File: config.mk
export PLATFORM = sky130hd
export DESIGN_NAME = seg_scan_driver
export DESIGN_NICKNAME = d
export VERILOG_FILES = /design/src/rtl/seg_pkg.sv /design/src/rtl/seg_tick_div.sv /design/src/rtl/seg_scan_driver.sv
export SDC_FILE = /design/constraint.sdc
export NUM_CORES = 1
export LEC_CHECK = 0
export BUFFER_PORTS_ARGS = -buffer_cell sky130_fd_sc_hd__buf_2
export CAP_MARGIN = 0
export CORE_ASPECT_RATIO = 0.5
export CORE_MARGIN = 3
export CORE_UTILIZATION = 35
export DETAILED_ROUTE_END_ITERATION = 8
export PLACE_DENSITY = 0.5
export SLEW_MARGIN = 20
export SYNTH_ARGS = -nofsm -noshare
export SYNTH_HDL_FRONTEND = slang
export SYNTH_SLANG_ARGS = --single-unit
File: constraint.sdc
create_clock -name iClk -period 3.45 [get_ports iClk]
set_clock_uncertainty 0.2 [all_clocks]
set_input_delay 0.69 -clock iClk [delete_from_list [all_inputs] [get_ports iClk]]
set_output_delay 0.69 -clock iClk [all_outputs]
set_load 0.05 [all_outputs]
File: src/rtl/seg_pkg.sv
// Shared constants and width helper for the seven-segment scan driver.
package seg_pkg;

  localparam logic [3:0] BLANK_CODE = 4'hF;
  localparam logic [7:0] AN_OFF     = 8'hFF;

  // Counter width for values 0..value-1, never narrower than one bit.
  function automatic int clog2(input int value);
    int w;
    w = 1;
    while ((1 << w) < value) w++;
    return w;
  endfunction

endpackage

File: src/rtl/seg_tick_div.sv
// Slot timer: counts 0..DIV-1 and flags the last cycle of each digit slot.
module seg_tick_div #(
  parameter int DIV = 100000,
  parameter int W   = seg_pkg::clog2(DIV)
) (
  input  logic         iClk,
  input  logic         iRst_n,
  output logic [W-1:0] oTick,
  output logic         oSlotEnd
);

  logic [W-1:0] tick_q, tick_d;

  always_comb begin
    oSlotEnd = (tick_q == W'(DIV - 1));
    tick_d   = oSlotEnd ? '0 : tick_q + 1'b1;
  end

  always_ff @(posedge iClk or negedge iRst_n) begin
    if (!iRst_n) tick_q <= '0;
    else         tick_q <= tick_d;
  end

  assign oTick = tick_q;

endmodule

File: src/rtl/seg_scan_driver.sv
// Multiplexed scan driver for a common-anode 7-segment display with
// leading-zero blanking, anti-ghost slot blanking and frame-aligned updates.
module seg_scan_driver
  import seg_pkg::*;
#(
  parameter int NUM_DIGITS  = 4,
  parameter int REFRESH_DIV = 100000,
  parameter int BLANK_CYC   = 1000
) (
  input  logic                    iClk,
  input  logic                    iRst_n,
  input  logic                    iLoad,
  input  logic [4*NUM_DIGITS-1:0] iBcd,
  input  logic [NUM_DIGITS-1:0]   iDpMask,
  input  logic                    iBlankLz,
  input  logic                    iEnable,
  output logic [3:0]              oDigit,
  output logic [NUM_DIGITS-1:0]   oAn,
  output logic                    oDp,
  output logic                    oFrame
);

  localparam int TICK_W = clog2(REFRESH_DIV);
  localparam int IDX_W  = clog2(NUM_DIGITS);
  localparam int BW     = 4 * NUM_DIGITS;

  logic [TICK_W-1:0]     tick;
  logic                  slot_end;
  logic                  frame_wrap;
  logic [IDX_W-1:0]      idx_q, idx_d;
  logic                  frame_q, frame_d;
  logic [BW-1:0]         disp_q, disp_d, pend_q, pend_d;
  logic [NUM_DIGITS-1:0] dp_reg_q, dp_reg_d, pend_dp_q, pend_dp_d;
  logic                  pending_q, pending_d;
  logic [3:0]            digit_q, digit_d;
  logic [NUM_DIGITS-1:0] an_q, an_d;
  logic                  odp_q, odp_d;
  logic [NUM_DIGITS-1:0] lz_mask;
  logic                  zero_above;
  logic                  lit;
  logic [3:0]            cur_nib;
  logic                  cur_dp, cur_lz;

  seg_tick_div #(.DIV(REFRESH_DIV), .W(TICK_W)) u_tick (
    .iClk     (iClk),
    .iRst_n   (iRst_n),
    .oTick    (tick),
    .oSlotEnd (slot_end)
  );

  // A load landing in the wrap cycle bypasses the pending stage entirely.
  always_comb begin
    frame_wrap = slot_end && (idx_q == IDX_W'(NUM_DIGITS - 1));
    idx_d      = idx_q;
    if (slot_end) idx_d = frame_wrap ? '0 : idx_q + 1'b1;
    frame_d    = frame_wrap;
    disp_d     = disp_q;
    dp_reg_d   = dp_reg_q;
    pend_d     = pend_q;
    pend_dp_d  = pend_dp_q;
    pending_d  = pending_q;
    if (frame_wrap) begin
      if (iLoad) begin
        disp_d    = iBcd;
        dp_reg_d  = iDpMask;
        pending_d = 1'b0;
      end else if (pending_q) begin
        disp_d    = pend_q;
        dp_reg_d  = pend_dp_q;
        pending_d = 1'b0;
      end
    end else if (iLoad) begin
      pend_d    = iBcd;
      pend_dp_d = iDpMask;
      pending_d = 1'b1;
    end
  end

  // Digit k is a leading zero when it and every more significant digit are zero.
  always_comb begin
    zero_above = 1'b1;
    lz_mask    = '0;
    for (int k = NUM_DIGITS - 1; k >= 1; k--) begin
      zero_above = zero_above && (disp_q[4*k +: 4] == 4'h0);
      lz_mask[k] = iBlankLz && zero_above && !dp_reg_q[k];
    end
  end

  always_comb begin
    lit     = iEnable && (tick >= TICK_W'(BLANK_CYC));
    cur_nib = BLANK_CODE;
    cur_dp  = 1'b0;
    cur_lz  = 1'b0;
    for (int k = 0; k < NUM_DIGITS; k++) begin
      if (idx_q == IDX_W'(k)) begin
        cur_nib = disp_q[4*k +: 4];
        cur_dp  = dp_reg_q[k];
        cur_lz  = lz_mask[k];
      end
    end
    an_d    = AN_OFF[NUM_DIGITS-1:0];
    digit_d = BLANK_CODE;
    odp_d   = 1'b1;
    if (lit) begin
      for (int k = 0; k < NUM_DIGITS; k++) an_d[k] = (idx_q != IDX_W'(k));
      digit_d = cur_lz ? BLANK_CODE : cur_nib;
      odp_d   = ~cur_dp;
    end
  end

  always_ff @(posedge iClk or negedge iRst_n) begin
    if (!iRst_n) begin
      idx_q     <= '0;
      frame_q   <= 1'b0;
      disp_q    <= '0;
      dp_reg_q  <= '0;
      pend_q    <= '0;
      pend_dp_q <= '0;
      pending_q <= 1'b0;
      digit_q   <= BLANK_CODE;
      an_q      <= AN_OFF[NUM_DIGITS-1:0];
      odp_q     <= 1'b1;
    end else begin
      idx_q     <= idx_d;
      frame_q   <= frame_d;
      disp_q    <= disp_d;
      dp_reg_q  <= dp_reg_d;
      pend_q    <= pend_d;
      pend_dp_q <= pend_dp_d;
      pending_q <= pending_d;
      digit_q   <= digit_d;
      an_q      <= an_d;
      odp_q     <= odp_d;
    end
  end

  assign oDigit = digit_q;
  assign oAn    = an_q;
  assign oDp    = odp_q;
  assign oFrame = frame_q;

endmodule

# Word level (Yosys, flattened, before mapping)
# Index checks and enable logic that the tools add are counted.
dict set report word_totals {
  reg_bits 70
  output_inout_bits 10
  inputBits 25
}
dict set report classes {
  mux 23
  n_addsub 2
  bitwise_logic 2
  n_eq_ne 7
  reduce_logical 22
  n_lt_le_gt_ge 1
}
# operator count
set ops {}
lappend ops {{4-bit two-way mux} 9}
lappend ops {{16-bit two-way mux} 2}
lappend ops {{17-bit by 1-bit adder with 17-bit output (second input constant)} 1}
lappend ops {{17-bit == test (second input constant)} 1}
lappend ops {{17-bit by 10-bit >= comparator with 1-bit output (second input constant)} 1}
lappend ops {{17-bit two-way mux} 1}
lappend ops {{4-bit zero test} 3}
lappend ops {{1-bit logical AND} 10}
lappend ops {{1-bit two-way mux} 10}
lappend ops {{2-bit nonzero test} 3}
lappend ops {{2-bit == test (second input constant)} 2}
lappend ops {{2-bit inequality test (second input constant)} 2}
lappend ops {{2-bit AND reduction} 2}
lappend ops {{1-bit zero test} 3}
lappend ops {{2-bit by 1-bit adder with 2-bit output (second input constant)} 1}
lappend ops {{2-bit by 1-bit == test with 1-bit output (second input constant)} 1}
lappend ops {{2-bit zero test} 1}
lappend ops {{2-bit two-way mux} 1}
lappend ops {{2-bit by 1-bit inequality test with 1-bit output (second input constant)} 1}
lappend ops {{1-bit inverter} 2}

# Depth between registers and ports, before layout
# Gate-level depths: netlist of run 1.
dict set report logic_depth {
  word_depth 10
  mapped_depth 8
}

# Cells and area by module
# From an unflattened synthesis of run 1, not the netlist that was laid out.
dict set report unflattened {
  cells_unflattened 282
  hier_area_um2 3206.8
}
# mod area_per_inst_um2 instances seq_area_each_um2 cells_each
set by_module_without_submodules {}
lappend by_module_without_submodules {seg_scan_driver 2413.6 1 1337.5 208}
lappend by_module_without_submodules {seg_tick_div 793.3 1 425.4 74}

# Worst setup path after synthesis of run 1
# No wires, ideal clock.
dict set report synth_path {
  kind {register to register}
  start {register u_tick.tick_q[11] (netlist: u_tick.oTick[11])}
  end {register pend_dp_q[0]}
  path_stages_with_launch 8
  path_buffers 2
  setup_time_ns 0.125
  arrival_time_ns 2.156
  slack_ns 0.969
  t_required_ns 3.125
  path_cell_list {dfrtp_1 or4_4 nor4_4 and2_0 buf_4 nor2_1 buf_6 mux2_4}
}
dict set report synth_via {
  elab_chain_len 4
}
# element line_no
set synth_lines {}
lappend synth_lines {{start: declaration} seg_tick_div.sv:12} ;# logic [W-1:0] tick_q, tick_d;
lappend synth_lines {{start signal: assignment} seg_tick_div.sv:21} ;# else tick_q <= tick_d;
lappend synth_lines {{17-bit == test} seg_tick_div.sv:15} ;# oSlotEnd = (tick_q == W'(DIV - 1));
lappend synth_lines {{1-bit logical AND} seg_scan_driver.sv:53} ;# frame_wrap = slot_end && (idx_q == IDX_W'(NUM_DIGITS - 1));
lappend synth_lines {{1-bit inverter (no line)} --}
lappend synth_lines {{2-bit AND reduction (no line)} --}
lappend synth_lines {{end signal: assignment} seg_scan_driver.sv:129} ;# pend_dp_q <= pend_dp_d;
lappend synth_lines {{end: declaration} seg_scan_driver.sv:33} ;# logic [NUM_DIGITS-1:0] dp_reg_q, dp_reg_d, pend_dp_q, pend_dp_d;
# Every way passes these cells.
# A chain may end at the register's enable or synchronous reset.

# Worst setup path after layout of run 1
dict set report layout_path {
  start {register u_tick.tick_q[0] (netlist: u_tick.oTick[0])}
  end {register pend_q[10]}
}
dict set report layout_via {
  elab_chain_len 4
}
# element line_no
set layout_lines {}
lappend layout_lines {{17-bit == test} seg_tick_div.sv:15}
lappend layout_lines {{1-bit logical AND} seg_scan_driver.sv:53}
lappend layout_lines {{1-bit inverter (no line)} --}
lappend layout_lines {{2-bit AND reduction (no line)} --}
lappend layout_lines {{end signal: assignment} seg_scan_driver.sv:128} ;# pend_q <= pend_d;
lappend layout_lines {{end: declaration} seg_scan_driver.sv:32} ;# logic [BW-1:0] disp_q, disp_d, pend_q, pend_d;
# Every way passes these cells.

==> results of run 1 <==
## where the power goes
part / internal [mW] / leakage (nW) / switching, mW / total [mW]
clock: 0.631 / 0.152 / 0.341 / 0.972
sequential: 0.846 / 0.882 / 0.0146 / 0.860
combinational: 0.0521 / 0.679 / 0.0432 / 0.0953
## cells in the final DEF (no fill, tap or decap), drive strengths merged, types with 10 or more instances in the layout
cell type	count
buf	43
nor2	16
clkbuf	10
dfrtp	61
nand2	27
nand3	10
mux2	21
o22ai	42
a21oi	21
o21ai	11
inv	10
## layer usage
metal / share of wire / GRT usage / vias to the layer above / routed length, µm
li1: - / - / 1154 / -
met1: 0.46 / 0.210 / 1222 / 3600
met2: 0.47 / 0.235 / 64 / 3640
met3: 0.063 / 0.0565 / 9 / 490
met4: 0.0090 / 0.0443 / 0 / 70
met5: 0 / 0 / - / 0
## registers in the layout, indices dropped and copies added, names as in the netlist
register,count
u_tick.oTick,17
disp_q,16
pend_q,16
dp_reg_q,4
oAn,4
oDigit,4
pend_dp_q,4
idx_q,2
oDp,1
oFrame,1
pending_q,1
## logic make-up (layout without fill, tap and decap cells)
group	Yosys count	in the layout
simple gates	82	82
compound gates	78	78
flops	70	70
buf+inv	27	69
mux	21	21
xor+xnor	13	13
fa+ha+maj	6	6
## layout make-up
class                   instances  area [µm²]
repair buffers                 43         250
clock buffers                  10         229
multi-input cells             200        1380
inverters                      10        37.5
fillers                       853        4990
well taps                     117         146
flip-flops and latches         70        1760
clock inverters                 6        86.3
## worst paths after layout
check	slack (ns)	from	to	depth (start not counted)
worst max register to register	0.68	u_tick.oTick[0]	pend_q[10]	8
max in group asynchronous	2.01	iRst_n	oAn[0]	2
min in group iClk	0.31	u_tick.oTick[0]	u_tick.oTick[0]	1
worst min-delay path	0.28	iRst_n	disp_q[7]	1
worst max-delay path	0.68	u_tick.oTick[0]	pend_q[10]	8
worst min register to register	0.31	u_tick.oTick[0]	u_tick.oTick[0]	1
## synthesized netlist by cell type, types with 2 or more instances
library cell and instances:
dfrtp_1 61, xor2_1 4, o21ai_0 11, nor3_1 5
dfstp_2 9, nor2b_1 2, clkbuf_1 12, nand2_1 27
a21oi_1 21, buf_2 2, mux2_4 20, xnor2_1 9
or4_1 2, nor2_1 16, o22ai_1 42, nand4_1 9
ha_1 6, inv_1 10, buf_6 2, nand3_1 10
nand4b_1 3
==> metrics.txt, run 1 <==
kind of critical path=reg -> reg; WHS=0.277 ns; fraction of post-synthesis cell area in the top cell type by area=0.467; cts hold-fix bufs=0; post-route insts no fill=roughly 460; htree depth=3; Required @ worst endpoint=approximately 3.5 ns; count of cell types in the netlist=35; Root Buffer=clkbuf_16; Die W=around 140 µm; largest family of logic cells by synthesized area=compound AO/OA/AOI/OAI gates; Syn Std Cell Area=~3300 µm²; Largest delay share family, worst path=simple AND/OR/NAND/NOR gates; startpoint types=flip-flop; DP Area=3580 µm²; Post-CTS Resized=0; Rel. slew slack=0.394; Critical Path AT=2.78 ns; Ant. Diodes=0; Synthesis Warnings=0; RSZ-0062 raised after global routing=false; initial DRC count=around 130; critical path's slowest cell=nor2_2; final core utilization=0.438; area delta synth->final=19.3%; register bit total from synthesis=70; drt first pass iters=4; share of layout cells above drive strength 1=0.268; Via-to-Cell Ratio=5.37; post-route ant nets=0; vias in the first global route=between 2,000 and 2,500; GPL Wtd Cong=0.775; Post-synth EDFFs=0; Num CTS Buffers=9; Worst Tran Pin Value=between 0.9 and 1 ns; Buffers on Ports=34; FFs w/ async S/R, synth=1.00; clock latency on the worst-skew pair=approximately 0.33 ns; largest net degree at the start of global routing=38; ys flop type=dfrtp_1; initial antenna violation count=0; fin. max-slew vios=0; CTS tree=done; clk slew on worst S/H paths=0.06 ns; FP Rows=24; Buf/Inv on CP=2; worst min-delay path category=in -> async; ranking of synthesized cells by area=dfrtp_1 47%, mux2_4 9.2%, o22ai_1 8.0%; Post-Synth Adder-Cell Area=0.0230; Power, Total=1.93 mW; pre-CTS setup slack=just under 0.7 ns; placed cells=440; clock sink count=70; Final Hold Fails=0; pwr/cell area=between 400 and 500 nW/µm²; VDD IR-drop max=0.259 mV; total track usage=0.154; Post-Syn Nets=328; dpl hpwl=5220 µm; crit share post-route=0.804; Worst path most repeated cell=buf_4; Post CTS Setup Buffer Count=0; post-synthesis xor/xnor area fraction=0.0349; crit path max fanout=14; status=complete, no violations; CP Cell Sequence=ha_1 -> nand4_1 -> nor4_4 -> buf_4 -> and2_0 -> nor2_2 -> buf_4 -> mux2_4; Clock Tree Buf Depth=2; Routed WL per cell=17.1 µm; design area=a little under 4000 µm²; Mapped Cells=between 200 and 300; post-synthesis compound-gate area fraction=0.139; first-pass GRT wire length=around 12,000 µm; Max Clock Freq=between 300 and 400 MHz; Net count, final=365; total gr overflow=0; Ports=35; Setup WS post-layout=0.677 ns; Final setup viols=0; kind of end point of the critical path=flip-flop; simple-gate share of the synthesized area=0.130; routed wire length=~8000 µm; Final TNS setup=0 ns; via count=around 2,400; CP peak stage delay=about 0.44 ns; Die Ht=between 70 and 80 µm; sequential area share after synthesis=0.540; Mean Syn Cell Area=roughly 11 µm²; area of the die=about 11,000 µm²; Initial Utilization=0.367; area leader, netlist=dfrtp_1; mux contribution to synthesized area=0.0954; # DRC=0; maxcap violations=0; Leak=about 1.7 nW; core area=8890 µm²; Min Clock Period, post-route=2.77 ns
Note: power is estimated with default switching activity, not from simulation.
==> inputs of run 2 (changes only) <==
- ABC_AREA: unset -> 1
- clock period: 3.45 -> 2.8 ns (I/O delays scaled with it)
==> run 2 against run 1 <==
Effect of this change:
- final cell count increased by 34%
- utilization increased by 0.17 points
- worst setup slack got worse by 0.10 ns
- worst hold slack got worse by 0.26 ns
- critical path depth increased by 1
- via count increased by 17%
- cell area increased by 11%
- routed wire length increased by 7.7%
- highest routed layer unchanged
==> metrics.txt, run 2 <==
count leader, synth=nand2_1; post-route ant nets=0 (unchanged); # DRC=0 (unchanged); area of the die=11,900 µm² (+13%); first-pass GRT wire length=14,300 µm (+15%); Post-Syn Nets=467 (+42%); pwr/cell area=556 nW/µm² (+12%); FFs w/ async S/R, synth=1.00 (unchanged); GPL Wtd Cong=0.884 (+14%); clk slew on worst S/H paths=0.06 ns (about the same); total gr overflow=0 (unchanged); Syn Std Cell Area=3710 µm² (+14%); share of layout cells above drive strength 1=0.246 (-0.0226); Critical Path AT=2.25 ns (-0.53 ns); Final setup viols=0 (unchanged); Ports=35 (unchanged); area leader, netlist=dfrtp_1; Rel. slew slack=0.597 (+0.203); ys flop type=dfrtp_1; clock sink count=70 (unchanged); routed wire length=8410 µm (+7.7%); Clock Tree Buf Depth=2 (unchanged); post-synthesis compound-gate area fraction=0.0429 (-0.0966); register bit total from synthesis=70 (unchanged); Final TNS setup=0 ns (unchanged); Required @ worst endpoint=2.82 ns (-0.64 ns); post-synthesis xor/xnor area fraction=0.0142 (-0.0207); count of cell types in the netlist=36 (+2.9%); ranking of synthesized cells by area=dfrtp_1 41%, nand2_1 13%, nand3_1 6.5%; Net count, final=502 (+38%); drt first pass iters=5 (+1); crit path max fanout=23 (+9); maxcap violations=0 (unchanged); FP Rows=25 (+4.2%); post-route insts no fill=611 (+34%); initial DRC count=171 (+28%); Routed WL per cell=13.8 µm (-20%); Num CTS Buffers=9 (unchanged); clock latency on the worst-skew pair=0.34 ns (about the same); Root Buffer=clkbuf_16; Mapped Cells=436 (+47%); core area=9850 µm² (+11%); htree depth=3 (unchanged); design area=4330 µm² (+11%); Via-to-Cell Ratio=4.69 (-13%); placed cells=595 (+35%); fin. max-slew vios=0 (unchanged); Buffers on Ports=34 (unchanged); fraction of post-synthesis cell area in the top cell type by area=0.412 (-0.0557); simple-gate share of the synthesized area=0.313 (+0.183); via count=2,868 (+17%); Commonest cells post-synth=132 x nand2_1, 61 x dfrtp_1, 48 x nand3_1; RSZ-0062 raised after global routing=false; startpoint types=flip-flop; Min Clock Period, post-route=2.23 ns (-0.547 ns); initial antenna violation count=0 (unchanged); commonest non-fill, non-tap cell in the layout=nand2_1; VDD IR-drop max=0.255 mV (-1.6%); total track usage=0.155 (+0.00109); kind of end point of the critical path=flip-flop; Worst Tran Pin Value=0.604 ns (-0.305 ns); crit share post-route=0.795 (-0.00885); Max Clock Freq=449 MHz (+25%); dpl hpwl=5990 µm (+15%); status=complete, no violations; number of flip-flops in the largest register=17 (unchanged); largest family of logic cells by synthesized area=simple AND/OR/NAND/NOR gates; DP Area=4010 µm² (+12%); largest net degree at the start of global routing=26 (-32%); Post CTS Setup Buffer Count=0 (unchanged); Post-CTS Resized=0 (unchanged); Post-synth EDFFs=0 (unchanged); Ant. Diodes=0 (unchanged); kind of critical path=reg -> reg; sequential area share after synthesis=0.476 (-0.0643); CTS tree=done; Leak=2.11 nW (+23%); cts hold-fix bufs=0 (unchanged); Die W=152 µm (+6.3%); Initial Utilization=0.376 (+0.00886); Synthesis Warnings=0 (unchanged); worst min-delay path category=in -> async; area delta synth->final=16.9%; Die Ht=78.8 µm (+6.0%); vias in the first global route=2,798 (+18%); Mean Syn Cell Area=8.50 µm² (-23%); Post-Synth Adder-Cell Area=0.0202 (-0.00274); mux contribution to synthesized area=0.0607 (-0.0347); leading cell types in the layout, fill and taps excluded=132 x nand2_1, 61 x dfrtp_1, 48 x nand3_1; WHS=0.0212 ns (-0.256 ns); Final Hold Fails=0 (unchanged)
[run 2: cell type report]
class                      instances  area [µm²]
clock buffer                       9         225
clock inverter                     7        96.3
fill                            1004        5520
timing repair buffer              41         248
sequential                        70        1760
inverter                          43         163
multi-input combinational        306        1670
tap                              135         169
[run 2: where the power goes]
| group | internal, mW | switching (mW) |
|---|---|---|
| Combinational | 0.0599 | 0.0714 |
| Sequential | 1.04 | 0.0117 |
| Clock | 0.780 | 0.449 |
| Total | 1.88 | 0.532 |
[run 2: cells by family (layout without fill, tap and decap cells)]
group / Yosys count / in the layout
buffers and inverters: 60 / 100
adders and majority gates: 6 / 6
DFF: 70 / 70
muxes: 20 / 20
xor gates and xnor gates: 6 / 6
and+or+nand+nor: 247 / 247
AOI/OAI and AO/OA: 27 / 27
[run 2: layer usage]
| layer | share of wire | track usage | vias to the layer above |
|---|---|---|---|
| li1 | - | - | 1465 |
| met1 | 0.52 | 0.231 | 1319 |
| met2 | 0.41 | 0.215 | 76 |
| met3 | 0.059 | 0.0485 | 8 |
| met4 | 0.010 | 0.0457 | 0 |
| met5 | 0 | 0 | - |
[run 2: metrics by stage]
step / utilization / power (mW) / setup WS, ns
floorplan: - / 1.14 / 0.996
global placement: 0.407 / 1.20 / 0.601
detailed placement: 0.407 / 1.20 / 0.548
CTS: 0.440 / 2.45 / 0.521
global route: 0.440 / 2.51 / 0.305
finish: 0.440 / 2.41 / 0.575
[run 2: worst max-delay path, stage by stage, from the launching register on]
cell      delay [ns]
dfrtp_1         0.40
ha_1            0.22
nand2_1         0.15
inv_2           0.08
nand2_2         0.11
nor2_4          0.06
nand3_4         0.26
clkinv_2        0.38
nand3_1         0.18
nand2_1         0.06
[run 2: worst paths after layout]
kind / start / endpoint / slack, ns / depth (start not counted)
worst max-delay path: u_tick.oTick[0] / disp_q[9] / 0.57 / 9
worst min-delay path: iRst_n / u_tick.oTick[13] / 0.02 / 1
worst max register to register: u_tick.oTick[0] / disp_q[9] / 0.57 / 9
worst min register to register: pend_q[6] / pend_q[6] / 0.27 / 2
max in group asynchronous: iRst_n / pend_q[4] / 1.83 / 2
min in group iClk: iBcd[8] / pend_q[8] / 0.26 / 3
==> inputs of run 3 (changes only) <==
- PLACE_DENSITY: 0.5 -> 0.52
- clock period: 2.8 -> 2 ns (I/O delays scaled with it)
==> run 3 against run 2 <==
Effect of this change:
- global-route usage grew 0.053 points
- clock power grew 14%
- count of clock-buffer cells in the layout grew 2
- sequential share of layout area is essentially flat
- critical path type unchanged
- critical endpoint is now pend_q[13]
==> metrics.txt, run 3 (same netlist as run 2, synthesis figures left out) <==
via count=2,894 (+0.91%); wl on met1=4450 µm (+1.9%); RR Endpoint=pend_q[13]; RSZ-0062 raised after global routing=false; WHS Path Cells=3; placed cells=604 (+1.5%); post-route insts no fill=620 (+1.5%); CTS tree=done; Final Hold Fails=0 (unchanged); total track usage=0.156 (+0.000531); Routed WL per cell=13.5 µm (-1.6%); WHS Endpoint=pend_q[4]; core area=9850 µm² (unchanged); VDD IR-drop max=0.354 mV (+39%); first-pass GRT wire length=14,400 µm (+0.57%); kind of critical path=reg -> reg; initial antenna violation count=0 (unchanged); Num CTS Buffers=9 (unchanged); commonest non-fill, non-tap cell in the layout=nand2_1; FP Rows=25 (unchanged); Ant. Diodes=0 (unchanged); crit path max fanout=10 (-57%); WHS=0.112 ns (+0.0908 ns); Max Clock Freq=543 MHz (+21%); drt first pass iters=6 (+1); worst min-delay path category=in -> reg; share of layout cells above drive strength 1=0.254 (+0.00781); Buffers on Ports=34 (unchanged); startpoint types=flip-flop; number of flip-flops in the largest register=17 (unchanged); total gr overflow=0 (unchanged); maxcap violations=0 (unchanged); Initial Utilization=0.376 (unchanged); Root Buffer=clkbuf_16; fin. max-slew vios=0 (unchanged); Net count, final=512 (+2.0%); clock sink count=70 (unchanged); Min Clock Period, post-route=1.84 ns (-0.383 ns); Die Ht=78.8 µm (unchanged); clock latency on the worst-skew pair=0.33 ns (about the same); htree depth=3 (unchanged); pwr/cell area=705 nW/µm² (+27%); top sig layer=met4; worst r2r src=u_tick.oTick[0]; dpl hpwl=5940 µm (-0.85%); flop-to-flop setup slack=0.16 ns (-0.42 ns); Final setup viols=0 (unchanged); Ports=35 (unchanged); # DRC=0 (unchanged); status=complete, no violations; area delta synth->final=17.0%; vias in the first global route=2,821 (+0.82%); Worst Tran Pin Value=0.434 ns (-0.170 ns); Required @ worst endpoint=2.07 ns (-0.75 ns); met2 wire length=3470 µm (+0.23%); initial DRC count=176 (+2.9%); Final TNS setup=0 ns (unchanged); Leak=2.13 nW (+0.82%); worst hold start=iBcd[4]; Layout fillers=1,009 (+0.50%); clk slew on worst S/H paths=0.06 ns (about the same); met3 WL=355 µm (-28%); GPL Wtd Cong=0.841 (-4.9%); worst r2r path cells=10 (+1); post-route ant nets=0 (unchanged); leading cell types in the layout, fill and taps excluded=132 x nand2_1, 61 x dfrtp_1, 48 x nand3_1; area of the die=11,900 µm² (unchanged); Clock Tree Buf Depth=2 (unchanged); Die W=152 µm (unchanged); Critical Path AT=1.91 ns (-0.34 ns); Via-to-Cell Ratio=4.67 (-0.56%); routed wire length=8400 µm (-0.11%); kind of end point of the critical path=flip-flop; Rel. slew slack=0.709 (+0.112); crit share post-route=0.921 (+0.127); Post CTS Setup Buffer Count=0 (unchanged); largest net degree at the start of global routing=71 (+170%)
run 3: per-stage QoR:
step | utilization | area [µm²] | power [mW] | worst slack [ns]
after floorplan | - | 3710 | 1.59 | 0.343
after global placement | 0.413 | 4070 | 1.68 | 0.0568
after detailed placement | 0.413 | 4070 | 1.68 | 0.00347
after CTS | 0.440 | 4340 | 3.12 | 0.154
after global routing | 0.440 | 4340 | 3.20 | 0.00393
final | 0.440 | 4340 | 3.06 | 0.157
run 3: repair_timing:
item | in CTS | in global routing
resized for setup | 1 | 0
hold buffers | 1 | 0
hold endpoints to repair | 61 | 0
setup endpoints to repair | 1 | 0
run 3: layer usage:
| layer | GRT usage | vias up |
|---|---|---|
| met5 | 0 | - |
| met4 | 0.0511 | 0 |
| met3 | 0.0513 | 8 |
| met2 | 0.214 | 55 |
| met1 | 0.230 | 1344 |
| li1 | - | 1487 |
run 3: final cells by class:
type                       count  area (µm²)  area share
tap                          135         169      0.0389
timing repair buffer          51         313      0.0721
inverter                      43         166      0.0384
clock buffer                  11         233      0.0536
multi-input combinational    306        1670       0.385
sequential                    70        1760       0.406
clock inverter                 4        25.0     0.00577
run 3: worst max-delay path by stage:
stage | startpoint | end | slack [ns] | depth (start not counted)
6_report | u_tick.oTick[0] | pend_q[13] | 0.16 | 10
3_3_place_gp | u_tick.oTick[0] | disp_q[12] | 0.06 | 9
3_5_place_dp | u_tick.oTick[0] | disp_q[11] | 0.003 | 9
4_1_cts | u_tick.oTick[0] | pend_q[13] | 0.15 | 10
2_1_floorplan | u_tick.oTick[0] | pend_q[14] | 0.34 | 10
5_1_grt | u_tick.oTick[0] | pend_q[12] | 0.004 | 10
run 3: worst max-delay path: stages (launching register included):
cell     delay (ns)
dfrtp_1        0.38
ha_1           0.17
nand2_1        0.12
inv_2          0.11
nand2_2        0.10
nor2_4         0.15
nand3_4        0.13
nand2_1        0.11
buf_4          0.19
nand2_1        0.07
nand2_1        0.06
run 3: power by group:
part | switching, mW | leakage [nW] | total, mW | internal, mW
combinational | 0.104 | 1.12 | 0.188 | 0.0832
clock | 0.572 | 0.121 | 1.40 | 0.827
sequential | 0.0169 | 0.892 | 1.47 | 1.45
total | 0.693 | 2.13 | 3.06 | 2.36
